**src/rtl/product_accumulator.sv**
```systemverilog
// Sums LEN consecutive unsigned products into an ACC_WIDTH accumulator and presents the sum on a valid/ready port.
// Optional macro PRODUCT_ACCUMULATOR_SATURATE_EN: clamp to all-ones on carry-out instead of wrapping.
module product_accumulator #(
  parameter int SIZE      = 8,
  parameter int LEN       = 4,
  parameter int ACC_WIDTH = 18,
  localparam int CW       = $clog2(LEN+1)
) (
  input  logic                 clk,
  input  logic                 rst_n,
  input  logic                 clear,
  input  logic                 prod_valid,
  output logic                 prod_ready,
  input  logic [2*SIZE-1:0]    prod,
  input  logic                 prod_over,
  output logic                 res_valid,
  input  logic                 res_ready,
  output logic [ACC_WIDTH-1:0] res,
  output logic                 res_over,
  output logic [CW-1:0]        beat_cnt
);

  generate
    if (ACC_WIDTH < 2*SIZE) begin : g_chk_w
      $error("product_accumulator: ACC_WIDTH must be >= 2*SIZE");
    end
    if (LEN < 1) begin : g_chk_len
      $error("product_accumulator: LEN must be >= 1");
    end
  endgenerate

  typedef enum logic {ACCUM, HOLD} state_t;

  state_t               state;
  logic [ACC_WIDTH-1:0] acc;
  logic [ACC_WIDTH:0]   sum;
  logic [ACC_WIDTH-1:0] acc_nxt;
  logic                 accept;
  logic                 last;

  assign prod_ready = (state == ACCUM);
  assign res_valid  = (state == HOLD);
  assign res        = acc;
  assign accept     = prod_valid & prod_ready;
  assign last       = (beat_cnt == CW'(LEN-1));
  assign sum        = {1'b0, acc} + (ACC_WIDTH+1)'(prod);

`ifdef PRODUCT_ACCUMULATOR_SATURATE_EN
  // Once clamped, any further nonzero add carries again, so the clamp sticks.
  assign acc_nxt = sum[ACC_WIDTH] ? {ACC_WIDTH{1'b1}} : sum[ACC_WIDTH-1:0];
`else
  assign acc_nxt = sum[ACC_WIDTH-1:0];
`endif

  always_ff @(posedge clk or negedge rst_n) begin
    if (!rst_n) begin
      state    <= ACCUM;
      acc      <= '0;
      beat_cnt <= '0;
      res_over <= 1'b0;
    end else if (clear) begin
      state    <= ACCUM;
      acc      <= '0;
      beat_cnt <= '0;
      res_over <= 1'b0;
    end else begin
      case (state)
        ACCUM: if (accept) begin
          acc      <= acc_nxt;
          res_over <= res_over | prod_over | sum[ACC_WIDTH];
          beat_cnt <= beat_cnt + 1'b1;
          if (last) state <= HOLD;
        end
        HOLD: if (res_ready) begin
          state    <= ACCUM;
          acc      <= '0;
          beat_cnt <= '0;
          res_over <= 1'b0;
        end
        default: state <= ACCUM;
      endcase
    end
  end

endmodule

```
**config.mk**
```make
export PLATFORM = sky130hd
export DESIGN_NAME = product_accumulator
export DESIGN_NICKNAME = d
export VERILOG_FILES = /design/src/rtl/product_accumulator.sv
export SDC_FILE = /design/constraint.sdc
export NUM_CORES = 1
export LEC_CHECK = 0
export ABC_AREA = 1
export BUFFER_PORTS_ARGS = -buffer_cell sky130_fd_sc_hd__clkbuf_2
export CORE_MARGIN = 2
export CORE_UTILIZATION = 45
export DETAILED_ROUTE_END_ITERATION = 10
export GPL_TIMING_DRIVEN = 0
export PLACE_DENSITY = 0.76
export SETUP_SLACK_MARGIN = 0.5
export SYNTH_ARGS = -nofsm -noshare
export SYNTH_HDL_FRONTEND = slang
export SYNTH_SLANG_ARGS = --single-unit
```
**constraint.sdc**
```tcl
create_clock -name clk -period 2.6 [get_ports clk]
set_input_delay 0.52 -clock clk [delete_from_list [all_inputs] [get_ports clk]]
set_output_delay 0.52 -clock clk [all_outputs]
set_load 0.02 [all_outputs]
```
==> impl_metrics.ini <==
[sta]
fin_setup_tns_ps = 0
setup_violations = 0
rsz0062_at_grt = no
final.min_clock_period_ps = 1940
tightestPinTransition_ps = 601
period_share_pct = 74.6
max_freq_mhz = 516
finClkSkew_ps = 2.95
relSlewSlack_pct = 59.9
hold_viol = 0
drv_slew = 0

[routing]
drt-pass1-iter-count = 4
drtIter0Drc = 63
routed_wl_um = 4170
vias = 1790
avgViaCountPerCell = 4.97
drc = 0
wl_per_cell_um = 11.6
drt.antenna.violating_nets = 0

[synth]
seq_area_frac_synth_pct = 32.2
ys_types = 23
synth_area_um2 = 1790
ys_top_cells_by_area = dfrtp_1, nand2_1, ha_1
syn_inst = 263
syn_nets = 304
synth_seq_cells = 23
postSynthAreaPerCell_um2 = 6.79
ys_warn_count = 0
synth_top_area_share_pct = 32.2
synth_top_cell_by_area = dfrtp_1

[worst_setup_path]
timing.rr.end = res[16]
cpMaxStageDelayCell = fa_1
crit_buf_inv = 1
worstPathRequired_ps = 2760
endpoint_kind = flop
max_stage_delay_ps = 410
cpMostUsedCell = nand2_1
rr_startpoint = res[0]
crit_type = flop to flop
path_max_fanout = 4
crit_path_start_kind = flop
reg2regPathDepth = 11
critPathTopFamily = adder cells
r2r_setup_slack_ps = 660
cp_cell_sequence = ha_2 > inv_1 > fa_1 > o21ai_2 > nand2_1 > nand2_1 > nand2_1 > nand2_1 > nand3_1 > nand2_1 > nor2_1
cp.arrival_ps = 2100

[die]
core_um2 = 3740
rows = 22
dieArea_um2 = 4490
initial_core_util_pct = 47.7
io_pins = 46
die_y_um = 67.0
die_x_um = 67.0

[status]
outcome = complete, no violations

[cells_and_area]
layout.nets = 354
multi_input_area_um2 = 1100
fin_cells = 360
fillers = 390
stdcell_area_um2 = 2120
area_growth_syn_to_layout_pct = 19.0
drive_gt1_share_pct = 18.6
sequential_cell_area_um2 = 576
final_util_pct = 56.8
antennaDiodeCount = 0

[job]
maxCapViolations = 0

[global_route]
grt_pass1_wl_um = 6750
grt_max_degree = 24
grt_overflow_total = 0
antenna_found_initial = 0
grt_usage_pct = 19.7
first_global_vias = 1555

[cts]
cts_buffer_depth = 2
cts_hold_buf = 0
cts_tree = done
htreeDepth = 1
clk_latency_ps = 260
path_clk_slew_ps = 80
cts.sinks = 23
root_buffer = clkbuf_8
numCtsBuffers = 3

[place]
finalWeightedCongestion = 0.861
placedCellCount = 356
dpl_cell_area_um2 = 2070
io_buffers = 45
hpwl_um = 3320

[min_path]
hold_path_class = input pin to async pin

[pwr]
p_per_area_nw_per_um2 = 514
total_power_w = 0.00109
cellLeakagePower_nw = 1.21
peakVddDrop_uv = 260
## synthesized netlist by cell type (all sizes together)
master  number
nand2       98
inv         26
fa           1
nor3         4
nand3b       1
nor2        25
buf          2
nor4         1
a21oi       23
nand3       10
xor2         1
dfrtp       23
o22ai        2
o21ai       22
o21a         1
and2         3
ha          18
a22o         2
## layout by cell type (no fill, tap or decap), types with 2 or more instances in the layout
cell type	instances
nand2_1	95
clkbuf_2	45
inv_1	26
nor2_1	23
a21oi_1	23
dfrtp_1	23
o21ai_0	19
ha_1	17
nand3_1	10
nor3_1	4
nand2_2	3
and2_1	3
clkbuf_8	3
buf_4	2
o21ai_1	2
o22ai_1	2
a22o_1	2
## registers in the layout, indices dropped and copies added, names as in the netlist
name / flops
res_over: 1
res_valid: 1
beat_cnt: 3
res: 18
## layout make-up
cell class | instances | area share, %
plain buffers | 2 | 0.707
flip-flops and latches | 23 | 27.1
repair buffers | 45 | 10.6
clock buffers | 3 | 1.94
inverters | 26 | 4.59
multi-input cells | 212 | 52.0
clock inverters | 1 | 0.236
well taps | 48 | 2.83
## how the worst max path moves through the flow
stage / from / to / slack (ps) / cells after the start
floorplan: prod[0] / res[16] / 710 / 11
global placement: prod[0] / res[14] / 400 / 12
detailed placement: prod[0] / res[14] / 400 / 12
CTS: res[0] / res[14] / 600 / 11
global route: res[0] / res[16] / 500 / 11
finish: res[0] / res[16] / 660 / 11
## cell families after synthesis
logic type	after synthesis	share of synthesized area, %
adders and majority gates	19	13.7
AOI/OAI and AO/OA	50	14.9
buffers and inverters	28	6.31
DFF	23	32.2
and+or+nand+nor	142	32.3
xor gates and xnor gates	1	0.491
## layer usage
layer / up-vias / track usage [%] / part of all wire [%]
met1: 783 / 25.7 / 47
met2: 43 / 32.3 / 46
met3: 8 / 4.56 / 4.9
li1: 956 / - / -
met5: - / 0 / 0
met4: 0 / 6.12 / 2.0
## per-stage QoR
step	worst slack (ps)	hold WS [ps]
finish	662	245
global route	504	288
CTS	601	260
detailed placement	401	500
global placement	399	487
floorplan	710	224
## where the power goes
| part | switching, W | internal [W] |
|---|---|---|
| clock | 0.000119 | 0.000107 |
| sequential | 0.0000307 | 0.000394 |
| combinational | 0.000290 | 0.000152 |
| total | 0.000440 | 0.000653 |
## timing repair
| action | 4_1_cts | 5_1_grt |
|---|---|---|
| gates resized for setup | 0 | 3 |
| buffers inserted | 0 | 0 |
| endpoints found under the setup margin | 0 | 4 |
Power figures use the tool's default switching activity.
